--- src/rtl/serial_sub_pkg.sv ---
// Shared types and helpers for the bit-serial subtractor.
package serial_sub_pkg;

  typedef enum logic [1:0] {
    StIdle = 2'd0,
    StRun  = 2'd1,
    StDone = 2'd2
  } state_e;

  // Bit counter width; only needs to reach WIDTH-1.
  function automatic int unsigned cnt_w(input int unsigned width);
    return $clog2(width);
  endfunction

endpackage

--- src/rtl/full_subtractor.sv ---
// One-bit full subtractor: d = a - b - bin, with borrow out.
module full_subtractor (
  input  logic a,
  input  logic b,
  input  logic bin,
  output logic d,
  output logic bout
);

  always_comb begin
    d    = a ^ b ^ bin;
    bout = (~a & b) | (~(a ^ b) & bin);
  end

endmodule

--- src/rtl/serial_subtractor.sv ---
// Bit-serial WIDTH-bit subtractor D = A - B, LSB first, with start/busy/done handshake.
// Optional signed-overflow output V enabled by defining SERIAL_SUBTRACTOR_OVF_EN.
module serial_subtractor
  import serial_sub_pkg::*;
#(
  parameter int unsigned WIDTH = 4
) (
  input  logic             clk,
  input  logic             rst,
  input  logic             start,
  input  logic [WIDTH-1:0] A,
  input  logic [WIDTH-1:0] B,
  output logic [WIDTH-1:0] D,
  output logic             Bout,
`ifdef SERIAL_SUBTRACTOR_OVF_EN
  output logic             V,
`endif
  output logic             busy,
  output logic             done
);

  localparam int unsigned CntW = cnt_w(WIDTH);
  localparam logic [CntW-1:0] LastCnt = CntW'(WIDTH - 1);

  state_e            state_q, state_d;
  logic [WIDTH-1:0]  a_q, a_d;
  logic [WIDTH-1:0]  b_q, b_d;
  logic [WIDTH-1:0]  res_q, res_d;
  logic [WIDTH-1:0]  d_q, d_d;
  logic [CntW-1:0]   cnt_q, cnt_d;
  logic              brw_q, brw_d;
  logic              bout_q, bout_d;
  logic              diff_bit, brw_nxt;
`ifdef SERIAL_SUBTRACTOR_OVF_EN
  logic              a_msb_q, a_msb_d;
  logic              b_msb_q, b_msb_d;
  logic              v_q, v_d;
`endif

  full_subtractor u_full_sub (
    .a    (a_q[0]),
    .b    (b_q[0]),
    .bin  (brw_q),
    .d    (diff_bit),
    .bout (brw_nxt)
  );

  always_comb begin
    state_d = state_q;
    a_d     = a_q;
    b_d     = b_q;
    res_d   = res_q;
    d_d     = d_q;
    cnt_d   = cnt_q;
    brw_d   = brw_q;
    bout_d  = bout_q;
`ifdef SERIAL_SUBTRACTOR_OVF_EN
    a_msb_d = a_msb_q;
    b_msb_d = b_msb_q;
    v_d     = v_q;
`endif
    case (state_q)
      StIdle, StDone: begin
        if (start) begin
          state_d = StRun;
          a_d     = A;
          b_d     = B;
          res_d   = '0;
          cnt_d   = '0;
          brw_d   = 1'b0;
`ifdef SERIAL_SUBTRACTOR_OVF_EN
          a_msb_d = A[WIDTH-1];
          b_msb_d = B[WIDTH-1];
`endif
        end else begin
          state_d = StIdle;
        end
      end
      StRun: begin
        res_d = {diff_bit, res_q[WIDTH-1:1]};
        a_d   = a_q >> 1;
        b_d   = b_q >> 1;
        brw_d = brw_nxt;
        cnt_d = cnt_q + CntW'(1);
        // Outputs only move on the completing edge, never mid-operation.
        if (cnt_q == LastCnt) begin
          state_d = StDone;
          d_d     = {diff_bit, res_q[WIDTH-1:1]};
          bout_d  = brw_nxt;
`ifdef SERIAL_SUBTRACTOR_OVF_EN
          v_d     = (a_msb_q != b_msb_q) && (diff_bit != a_msb_q);
`endif
        end
      end
      default: state_d = StIdle;
    endcase
  end

  always_ff @(posedge clk) begin
    if (rst) begin
      state_q <= StIdle;
      a_q     <= '0;
      b_q     <= '0;
      res_q   <= '0;
      d_q     <= '0;
      cnt_q   <= '0;
      brw_q   <= 1'b0;
      bout_q  <= 1'b0;
`ifdef SERIAL_SUBTRACTOR_OVF_EN
      a_msb_q <= 1'b0;
      b_msb_q <= 1'b0;
      v_q     <= 1'b0;
`endif
    end else begin
      state_q <= state_d;
      a_q     <= a_d;
      b_q     <= b_d;
      res_q   <= res_d;
      d_q     <= d_d;
      cnt_q   <= cnt_d;
      brw_q   <= brw_d;
      bout_q  <= bout_d;
`ifdef SERIAL_SUBTRACTOR_OVF_EN
      a_msb_q <= a_msb_d;
      b_msb_q <= b_msb_d;
      v_q     <= v_d;
`endif
    end
  end

  assign D    = d_q;
  assign Bout = bout_q;
  assign busy = (state_q == StRun);
  assign done = (state_q == StDone);
`ifdef SERIAL_SUBTRACTOR_OVF_EN
  assign V    = v_q;
`endif

endmodule

--- config.mk ---
export PLATFORM = sky130hd
export DESIGN_NAME = serial_subtractor
export DESIGN_NICKNAME = d
export VERILOG_FILES = /design/src/rtl/serial_sub_pkg.sv /design/src/rtl/full_subtractor.sv /design/src/rtl/serial_subtractor.sv
export SDC_FILE = /design/constraint.sdc
export NUM_CORES = 1
export LEC_CHECK = 0
export CORE_UTILIZATION = 50
export DETAILED_ROUTE_END_ITERATION = 7
export DONT_BUFFER_PORTS = 1
export HOLD_SLACK_MARGIN = 0.06
export PLACE_DENSITY = 0.74
export SLEW_MARGIN = 20
export SYNTH_ARGS = -nofsm -noshare
export SYNTH_HDL_FRONTEND = slang
export SYNTH_SLANG_ARGS = --single-unit
export TNS_END_PERCENT = 20
--- constraint.sdc ---
create_clock -name clk -period 1.05 [get_ports clk]
set_input_delay 0.21 -clock clk [delete_from_list [all_inputs] [get_ports clk]]
set_output_delay 0.21 -clock clk [all_outputs]
set_load 0.005 [all_outputs]
; After elaboration in Yosys (flattened, before gate mapping)
; Index checks and enable logic that the tools add are counted.
[classes]
n_eq_ne = 5
n_addsub = 1
n_reduce_logical = 5
n_mux = 13
n_bitwise = 7
[op_table]
columns = operator, count
row1 = $pmux 4 s2, 3
row2 = $mux 4, 3
row3 = $pmux 2 s2, 2
row4 = $eq 2x2->1 const B, 2
row5 = $mux 2, 2
row6 = $reduce_and 2->1, 2
row7 = $add 2x1->2 const B, 1
row8 = $and 1x1->1, 2
row9 = $eq 2x1->1 const B, 1
row10 = $logic_not 2->1, 1
row11 = $mux 1, 2
row12 = $ne 2x1->1 const B, 1
row13 = $ne 2x2->1 const B, 1
row14 = $not 1->1, 2
row15 = $pmux 1 s2, 1
row16 = $reduce_bool 2->1, 1
row17 = $reduce_or 2->1, 1
row18 = $xor 1x1->1, 2
row19 = $or 1x1->1, 1
[totals]
output_inout_bits = 7
register_bits = 22
in_bits = 11
word_cells = 39

; Depth between registers and ports, before layout
; Gate-level depths: netlist of run 1.
[logic_depth]
depth_word = 5
ltp_mapped = 5
mapped_depth_nobuf = 4

; Cells and area by module
; Synthesis of run 1 repeated with hierarchy kept, for this count alone.
[unflattened]
cells_unflattened = 105
hier_area_um2 = 867.1
[by_module_without_submodules]
columns = mod, seq_area_each_um2, n_inst, cells_each, area_each_um2
row1 = serial_subtractor, 420.4, 1, 101, 835.8
row2 = full_subtractor, 0.0, 1, 4, 31.3

; Worst setup path after synthesis of run 1
; No wires, ideal clock.
[synth_path]
path_kind = flip-flop to flip-flop
startpoint = register b_q[0]
endpoint = register d_q[3], in the netlist D[3]
arrival_time_ps = 1064
period_less_slack_ps = 1135
setup_slack_ps = -85
setup_time_ps = 71
path_stages_with_launch = 5
n_path_buf = 0
required_ps = 979
path_cell_list = dfxtp_1 -> inv_1 -> fa_1 -> nand3_1 -> a21oi_1
[synth_between]
elab_chain_cells = 2
[synth_rtl]
columns = item, line_no
row1 = from (decl), serial_subtractor.sv:27  ; logic [WIDTH-1:0] b_q, b_d;
row2 = from (signal assigned), serial_subtractor.sv:103  ; b_q <= '0;
row3 = from (signal assigned), serial_subtractor.sv:117  ; b_q <= b_d;
row4 = $xor 1x1->1 (2 in series), full_subtractor.sv:11  ; d = a ^ b ^ bin;
row5 = via diff_bit, serial_subtractor.sv:33  ; logic diff_bit, brw_nxt;
row6 = to (signal assigned), serial_subtractor.sv:105  ; d_q <= '0;
row7 = to (signal assigned), serial_subtractor.sv:119  ; d_q <= d_d;
row8 = to (decl), serial_subtractor.sv:29  ; logic [WIDTH-1:0] d_q, d_d;
; The timed path passes the listed nets, and every way through them passes these cells.
; A chain may end at the register's enable or synchronous reset.

; Worst setup path after layout of run 1
[layout_path]
startpoint = register brw_q
endpoint = register d_q[3], in the netlist D[3]
[layout_between]
elab_chain_cells = 1
[layout_rtl]
columns = item, line_no
row1 = from (decl), serial_subtractor.sv:31  ; logic brw_q, brw_d;
row2 = from (signal assigned), serial_subtractor.sv:121  ; brw_q <= brw_d;
row3 = $xor 1x1->1, full_subtractor.sv:11
row4 = via diff_bit, serial_subtractor.sv:33
; The timed path passes the listed nets, and every way through them passes these cells.

==> results.tsv, run 1 <==
metric	value	unit
status	finished, violations left	
violations	hold timing, setup timing	
grt_max_degree	22	
regToRegSetupSlack	-0.13	ns
slowest_stage	fa_1	
synth_fa_ha_area_share	3.71	%
worst_slack	-0.127	ns
place_area	928	µm²
place_congestion	0.726	
synth_area_leaders	dfxtp_1 (48%), nand2_1 (9.4%), a21oi_1 (7.4%), nand3_1 (6.9%), a311oi_1 (6.0%)	
most-common-layout-cells	nand2_1 (22), dfxtp_1 (16), nand3_1 (12), a21oi_1 (11), nor2_1 (8)	
boundaryPins	18	
final_common_cell	nand2_1	
r2r_cells	4	
rsz0062_at_grt	true	
grt_pass1_vias	693	
overflow	0	
design_area	1040	µm²
drv_cap	0	
drive_above_1_share	28.2	%
synthMuxAreaShare	0	%
die_area	1920	µm²
start_util	55.6	%
drc	0	
end_kind	register	
numCtsBuffers	3	
grt_pass1_wl	2.81	mm
crit_arrival	1.42	ns
worst_ep_required_time	1.29	ns
num_vias	729	
place_ws	-0.123	ns
fmax	0.849	GHz
synth_seq_cells	21	
area_growth_syn_to_layout	18.7	%
drt_iter0_drc	14	
die_h	43.9	µm
syn_area	876	µm²
synthSimpleGateAreaFrac	25.6	%
clock-sinks	21	
synth-xor-area-share	0	%
cts_buffer_depth	2	
min-delay-start	rst	
yosysTopAreaCellShare	48.0	%
antenna_found_initial	0	
cts_tree	built	
die_w	43.9	µm
routedWlPerCell	13.4	µm
clk_latency	0.30	ns
synth_nets	117	
worst_pin_slew	0.204	ns
critPathKind	reg -> reg	
drt_pre_antenna_iters	6	
worstReg2RegStart	brw_q	
power_density	1430	nW/µm²
synth_compound_area_share	16.0	%
cts_max_level	1	
cp_num_buf_inv	1	
portBuffers	0	
clock_skew	0.00597	ns
slew_viol_final	0	
hold_violations	21	
seq_area_frac_synth	48.0	%
finalSetupViolations	9	
max_stage_delay	0.55	ns
power	0.00149	W
layout.nets	124	
whs	-0.0484	ns
avgSynthCellArea	8.42	µm²
synth_cell_type_count	20	
fillers	128	
diodes	0	
grt_util_all_layers	19.8	%
period_share	112	%
holdPathEnd	a_q[1]	
routed_wl	1.69	mm
reg2reg_to	D[3]	
design.core.area	1580	µm²
via_per_inst	5.79	
whs_path_depth	1	
cts_root_buf	clkbuf_4	
antenna_left	0	
cp_cell_sequence	inv_2, fa_1, nand3_1, a21oi_1	
worst_setup_path_start_kind	register	
yosysWarnings	0	
peakVddDrop	0.000731	V
dpl.hpwl	1.14	mm
cpLargestDelayFamily	adder cells	
worstPathMaxFanout	2	
slew_headroom	86.3	%
synth_top_family_by_area	simple AND/OR/NAND/NOR gates	
fp-row-count	14	
power.leakage	0.377	nW
finalCriticalPeriod	1.18	ns
synth_cells	104	
hp-class	in -> reg	
path_clk_slew	0.12	ns
yosysTopAreaCell	dfxtp_1	
[routing by layer]
layer  up-vias  share of wire (%)  track usage (%)
met4         0                1.7             9.70
met2        15                 47             32.5
li1        367                  -                -
met1       343                 47             24.8
met3         4                4.0             3.75
met5         -                  0                0
[logic make-up after synthesis]
group,after synthesis
AOI/OAI and AO/OA,21
adders and majority gates,2
buffers and inverters,11
DFF,21
and+or+nand+nor,49
[flip-flops by register name, indices dropped and copies added (netlist names)]
| register | cells |
|---|---|
| cnt_q | 2 |
| state_q | 2 |
| b_q | 4 |
| a_q | 4 |
| Bout | 1 |
| brw_q | 1 |
| res_q | 3 |
| D | 4 |
[power breakdown]
group	switching [W]	total (W)	internal, W
sequential	0.0000287	0.000866	0.000838
clock	0.000242	0.000390	0.000148
combinational	0.000113	0.000231	0.000118
[layout make-up]
cell class / count / area, µm² / share of cell area, %
well taps: 16 / 20.0 / 1.93
repair buffers: 10 / 98.8 / 9.51
inverters: 3 / 13.8 / 1.32
flip-flops and latches: 21 / 429 / 41.3
multi-input cells: 72 / 452 / 43.4
clock buffers: 4 / 26.3 / 2.53
[worst max path at each step]
stage / start / to / depth (start not counted)
4_1_cts: brw_q / D[3] / 4
6_report: brw_q / D[3] / 4
5_1_grt: brw_q / D[3] / 4
3_3_place_gp: brw_q / D[3] / 4
2_1_floorplan: brw_q / D[3] / 4
3_5_place_dp: brw_q / D[3] / 4
[Yosys cell counts]
| master | number |
|---|---|
| buf_2 | 2 |
| buf_6 | 1 |
| buf_4 | 2 |
| and2b_1 | 1 |
| nand3b_1 | 1 |
| nand3_1 | 12 |
| nor2_1 | 8 |
| dfxtp_1 | 21 |
| nand2_1 | 22 |
| nand2b_1 | 2 |
| a311oi_2 | 1 |
| nor2b_1 | 1 |
| inv_1 | 3 |
| nand2b_2 | 2 |
| o21a_1 | 1 |
| fa_1 | 1 |
| a311oi_1 | 6 |
| clkbuf_1 | 3 |
| a21oi_1 | 13 |
| ha_1 | 1 |
[stage by stage]
step                      std cells  setup TNS [ns]  util (%)
after global routing            126           -1.39      66.0
after CTS                       126          -0.591      63.3
after detailed placement        121          -0.618      58.9
final                           126          -0.594      66.0
after global placement          121          -0.426      58.9
after floorplan                 104          -0.414         -
[repair_timing]
| item | CTS | global route |
|---|---|---|
| pin swaps | 10 | 8 |
| endpoints found under the hold margin | 21 | 21 |
| gates resized for setup | 13 | 11 |
| setup endpoints to repair | 22 | 23 |
| setup buffers | 1 | 0 |
Power figures use the tool's default switching activity.
==> run 2, diff against run 1 <==
--- a/config.mk
+++ b/config.mk
@@ -13,5 +13,6 @@
 export SLEW_MARGIN = 20
 export SYNTH_ARGS = -nofsm -noshare
 export SYNTH_HDL_FRONTEND = slang
+export SYNTH_HIERARCHICAL = 1
 export SYNTH_SLANG_ARGS = --single-unit
 export TNS_END_PERCENT = 20
==> run 2 against run 1 <==
The flow finishes with violations (DRC, hold timing, setup timing); first-iteration DRC count is 21% lower; via count down 2.2%; clock power barely moved; sequential power is essentially flat; critical path depth down 1; count of clock-buffer cells in the layout unchanged; routed wire length shrank 3.7%; design area decreased by 1.3%; clock skew fell by 0.0026 ns; combinational power down 7%; hold slack worse by 0.0053 ns.
==> results.tsv, run 2 <==
metric	value	unit	change
utilization	65.8	%	-0.14 points
slew_headroom	83.1	%	-3.2 points
peakVddDrop	0.00122	V	+67%
synthMuxAreaShare	0	%	unchanged
synth_compound_area_share	15.2	%	-0.85 points
finalSetupViolations	8		-1
drv_cap	0		unchanged
grt_pass1_wl	2.77	mm	-1.5%
yosys-top-cells-count	nand2_1 (24), dfxtp_1 (21), a21oi_1 (13), nand3_1 (13), nor2_1 (8)		
cts_max_level	1		unchanged
power	0.00147	W	-1.2%
seq_area_frac_synth	48.5	%	+0.48 points
most-common-layout-cells	nand2_1 (24), dfxtp_1 (15), nand3_1 (13), a21oi_1 (12), nor2_1 (8)		
status	finished, violations left		
routed_wl	1.63	mm	-3.7%
num_vias	713		-2.2%
worst_slack	-0.106	ns	+0.0212 ns
worst_ep_required_time	0.84	ns	-0.45 ns
path_clk_slew	0.11	ns	about the same
worst_pin_slew	0.252	ns	+0.0480 ns
drt_pre_antenna_iters	5		-1
place_congestion	0.766		+5.6%
grt_max_degree	22		unchanged
end_kind	output port		
portBuffers	0		unchanged
antenna_left	0		unchanged
syn_area	867	µm²	-1.0%
violations	DRC, hold timing, setup timing		
clk_latency	0.31	ns	about the same
drc	1		+1
drive_above_1_share	25.7	%	-2.5 points
synth_cell_type_count	19		-5.0%
layout.nets	127		+2.4%
final_common_cell	nand2_1		
finalCriticalPeriod	1.16	ns	-0.0212 ns
drt_iter0_drc	11		-3
cp_cell_sequence	nand2b_4, inv_2, buf_6		
design.core.area	1560	µm²	-1.1%
synth_top_family_by_area	simple AND/OR/NAND/NOR gates		
yosysWarnings	6		+6
die_h	43.6	µm	-0.48%
grt_util_all_layers	19.9	%	+0.085 points
avgSynthCellArea	8.26	µm²	-1.9%
slew_viol_final	0		unchanged
whs	-0.0537	ns	-0.00531 ns
synth_seq_cells	21		unchanged
hp-class	in -> reg		
synth_fa_ha_area_share	3.75	%	+0.038 points
worst_setup_path_start_kind	register		
synth_cells	105		+0.96%
fp-row-count	14		unchanged
slowest_stage	dfxtp_2		
overflow	0		unchanged
crit_arrival	0.95	ns	-0.47 ns
numCtsBuffers	3		unchanged
routedWlPerCell	12.6	µm	-6.0%
max_stage_delay	0.34	ns	-0.21 ns
diodes	0		unchanged
cts_tree	built		
cts_root_buf	clkbuf_4		
synth_area_leaders	dfxtp_1 (48%), nand2_1 (10%), a21oi_1 (7.5%), nand3_1 (7.5%), a311oi_1 (5.1%)		
critPathKind	reg -> out		
start_util	55.6	%	+0.062 points
synth-xor-area-share	0	%	unchanged
cts_buffer_depth	2		unchanged
worstPathMaxFanout	7		+5
dpl.hpwl	1.08	mm	-5.9%
synthSimpleGateAreaFrac	26.1	%	+0.55 points
rsz0062_at_grt	true		
clock_skew	0.00336	ns	-0.00262 ns
die_w	43.6	µm	-0.48%
synth_nets	118		+0.85%
boundaryPins	18		unchanged
area_growth_syn_to_layout	18.3	%	
power_density	1430	nW/µm²	+0.13%
antenna_found_initial	0		unchanged
yosysTopAreaCellShare	48.5	%	+0.48 points
grt_pass1_vias	647		-6.6%
via_per_inst	5.53		-4.5%
hold_violations	21		unchanged
yosysMostFrequentCell	nand2_1		
ys_async_sr_fraction	0	%	unchanged
fmax	0.865	GHz	+1.8%
die_area	1900	µm²	-0.96%
clock-sinks	21		unchanged
synth_edf_count	0		unchanged
yosysTopAreaCell	dfxtp_1		
period_share	110	%	-2.0 points
power.leakage	0.380	nW	+0.71%
ys_dominant_reg_cell	dfxtp_1		
run 2: changes by cell type after synthesis:
cell	previous run	this run
buf_2	2	3
nand2_1	22	24
buf_4	2	1
clkbuf_1	3	2
a311oi_1	6	5
nor2b_1	1	2
nand3_1	12	13
inv_1	3	4
nand2b_2	2	1
and2b_1	1	0
run 2: logic make-up (layout without fill, tap and decap cells):
kind of cell / after synthesis / in the layout
DFF: 21 / 21
buffers and inverters: 11 / 19
adders and majority gates: 2 / 2
AOI/OAI and AO/OA: 20 / 20
and+or+nand+nor: 51 / 51
run 2: cell type report:
class | instances | area (µm²)
Sequential cell | 21 | 430
Multi-Input combinational cell | 73 | 428
Clock buffer | 4 | 26.3
Inverter | 4 | 15.0
Fill cell | 128 | 533
Timing Repair Buffer | 11 | 106
Tap cell | 16 | 20.0
run 2: report_power, final:
| part | internal (W) | switching, W | total (W) |
|---|---|---|---|
| clock | 0.000148 | 0.000241 | 0.000389 |
| combinational | 0.000109 | 0.000105 | 0.000214 |
| sequential | 0.000838 | 0.0000284 | 0.000867 |
| total | 0.00110 | 0.000374 | 0.00147 |
run 2: routing by layer:
metal	track usage (%)	up-vias	routed length [µm]
li1	-	369	-
met1	24.9	327	763
met2	30.1	12	751
met3	7.50	5	69
met4	9.38	0	42
met5	0	-	0
run 2: critical path: cells and delay by family, from the launching register on:
family | cells | cell delay, ns
flip-flops | 1 | 0.34
buffers and inverters | 2 | 0.17
AND/OR/NAND/NOR | 1 | 0.13
run 2: final timing paths:
| check | start | end | slack [ns] | cells past startpoint |
|---|---|---|---|---|
| max reg2reg | b_q[0] | D[3] | -0.09 | 4 |
| max | state_q[1] | busy | -0.11 | 3 |
| min | rst | brw_q | -0.05 | 1 |
| min reg2reg | a_q[3] | a_q[3] | 0.47 | 2 |
run 2: timing repair:
item                                   in CTS  in global routing
setup endpoints to repair                  19                 17
pin swaps                                   6                 10
setup buffers                               1                  0
endpoints found under the hold margin      21                 21
resized for setup                          14                  5
run 2: metrics by stage:
stage | area, µm² | instances | setup TNS, ns | worst slack, ns | hold WS [ns]
after CTS | 1000 | 129 | -0.518 | -0.110 | -0.0604
final | 1030 | 129 | -0.442 | -0.106 | -0.0537
after global placement | 933 | 124 | -0.313 | -0.0529 | 0.279
after detailed placement | 933 | 124 | -0.386 | -0.104 | 0.281
after floorplan | 867 | 105 | -0.0678 | -0.0473 | 0.282
after global routing | 1030 | 129 | -1.23 | -0.200 | -0.0821
==> run 3, diff against run 2 <==
--- a/config.mk
+++ b/config.mk
@@ -6,10 +6,11 @@
 export NUM_CORES = 1
 export LEC_CHECK = 0
 export CORE_UTILIZATION = 50
+export CTS_CLUSTER_SIZE = 8
 export DETAILED_ROUTE_END_ITERATION = 7
 export DONT_BUFFER_PORTS = 1
 export HOLD_SLACK_MARGIN = 0.06
-export PLACE_DENSITY = 0.74
+export PLACE_DENSITY = 0.71
 export SLEW_MARGIN = 20
 export SYNTH_ARGS = -nofsm -noshare
 export SYNTH_HDL_FRONTEND = slang
==> constraint.sdc (replaced) <==
create_clock -name clk -period 1.5 [get_ports clk]
set_input_delay 0.3 -clock clk [delete_from_list [all_inputs] [get_ports clk]]
set_output_delay 0.3 -clock clk [all_outputs]
set_load 0.005 [all_outputs]
==> run 3 against run 2 <==
The run ends with DRC left; routed wire length rose by 0.18%; sequential share of layout area rose by 3.1 points; non-clock buffer count fell by 5; final cell count fell by 3.1%; highest routed layer unchanged; clock power fell by 30%; flip-flop and latch count did not move; register-to-register slack improved by 0.35 ns; die area did not move; count of clock-buffer cells in the layout did not move; first-iteration DRC count rose by 64%; critical path depth fell by 1; core utilization fell by 5.9 points.
==> results.tsv, run 3 (synthesis results as in run 2) <==
metric	value	unit	change
status	finished, violations left		
violations	DRC		
slew_viol_final	0		unchanged
diodes	0		unchanged
clock-sinks	21		unchanged
routedWlPerCell	13.0	µm	+3.4%
finalCriticalPeriod	1.31	ns	
cts_buffer_depth	2		unchanged
crit_arrival	1.01	ns	+0.06 ns
path_clk_slew	0.11	ns	about the same
dp_cells	118		-4.8%
overflow	0		unchanged
power.leakage	0.334	nW	-12%
period_share	87.1	%	
die_area	1900	µm²	unchanged
die_w	43.6	µm	unchanged
multi_input_area	393	µm²	-8.2%
grt_util_all_layers	18.9	%	-0.97 points
post_cts_buffers	0		-1
worstReg2RegStart	state_q[0]		
numCtsBuffers	3		unchanged
boundaryPins	18		unchanged
drt_iter0_drc	18		+7
portBuffers	0		unchanged
min-delay-start	A[3]		
critPathKind	reg -> out		
drc	1		unchanged
drv_cap	0		unchanged
die_h	43.6	µm	unchanged
setup-tns-final	0	ns	+0.442 ns
layout.nets	123		-3.1%
num_vias	709		-0.56%
design.core.area	1560	µm²	unchanged
worst_setup_path_start_kind	register		
hold_violations	0		-100%
dpl.hpwl	1.08	mm	+0.43%
fp-row-count	14		unchanged
grt_max_degree	21		-4.5%
drive_above_1_share	11.0	%	-15 points
grt_pass1_wl	2.64	mm	-4.7%
antenna_left	0		unchanged
antenna_found_initial	0		unchanged
most-common-layout-cells	nand2_1 (24), dfxtp_1 (21), nand3_1 (13), a21oi_1 (13), nor2_1 (8)		
hp-class	in -> reg		
drt_pre_antenna_iters	7		+2
regToRegSetupSlack	0.26	ns	+0.35 ns
cts_tree	built		
rsz0062_at_grt	false		
cts_root_buf	clkbuf_4		
start_util	55.6	%	unchanged
fmax	0.766	GHz	
worst_pin_slew	0.758	ns	+0.505 ns
end_kind	output port		
worst_ep_required_time	1.20	ns	+0.36 ns
final_cells	125		-3.1%
clk_latency	0.30	ns	about the same
routed_wl	1.63	mm	+0.18%
cp-startpoint	state_q[1]		
peakVddDrop	0.000547	V	-55%
area_growth_syn_to_layout	7.65	%	
power_density	1070	nW/µm²	-25%
final_common_cell	nand2_1		
via_per_inst	5.67		+2.6%
finalSetupViolations	0		-8
fillers	145		+13%
worstPathMaxFanout	6		-1
place_congestion	0.696		-9.1%
regArea	420	µm²	-2.3%
cts_max_level	1		unchanged
slew_headroom	49.3	%	-34 points
grt_pass1_vias	617		-4.6%
clock_skew	0.00181	ns	-0.00155 ns
-- run 3: power breakdown --
group	internal, W	total (W)	leakage (nW)	switching, W
Combinational	0.0000480	0.000126	0.147	0.0000779
Sequential	0.000585	0.000603	0.171	0.0000171
Clock	0.000104	0.000272	0.0150	0.000169
Total	0.000737	0.00100	0.334	0.000264
-- run 3: repair_timing --
action | 4_1_cts | 5_1_grt
gates resized for setup | 0 | 2
hold buffers | 2 | 0
hold endpoints to repair | 20 | 0
endpoints found under the setup margin | 0 | 1
-- run 3: worst max-delay path, cell delays in order (launching register included) --
cell and delay [ns]:
dfxtp_1 0.35, nand2b_2 0.19, clkinvlp_4 0.17
-- run 3: worst paths after layout --
path                                to  cells past startpoint
worst min-delay path            a_q[3]                      2
worst max register to register  b_q[1]                      3
worst min register to register  b_q[3]                      2
worst max-delay path              busy                      2
-- run 3: metrics by stage --
| step | setup WS [ns] | power (W) | hold slack [ns] | cell area (µm²) | util, % |
|---|---|---|---|---|---|
| finish | 0.194 | 0.00100 | 0.120 | 933 | 59.9 |
| global route | 0.121 | 0.00105 | 0.107 | 933 | 59.9 |
| CTS | 0.0793 | 0.000996 | 0.118 | 922 | 59.1 |
| detailed placement | 0.326 | 0.000724 | 0.371 | 876 | 56.2 |
| global placement | 0.377 | 0.000719 | 0.371 | 876 | 56.2 |
| floorplan | 0.402 | 0.000711 | 0.372 | 867 | - |
-- run 3: area by class of cell --
cell class                 count  share of cell area [%]
tap                           16                    2.14
timing repair buffer           6                    5.36
sequential                    21                    45.0
timing repair inverter         1                   0.536
clock buffer                   4                    2.82
inverter                       4                    2.01
multi-input combinational     73                    42.1
-- run 3: layer usage --
metal | track usage (%) | part of all wire (%) | vias up | wire length [µm]
met3 | 4.17 | 5.4 | 5 | 88
met5 | 0 | 0 | - | 0
met4 | 13.1 | 2.6 | 0 | 42
met1 | 22.5 | 46 | 323 | 746
met2 | 30.1 | 46 | 18 | 754
li1 | - | - | 363 | -
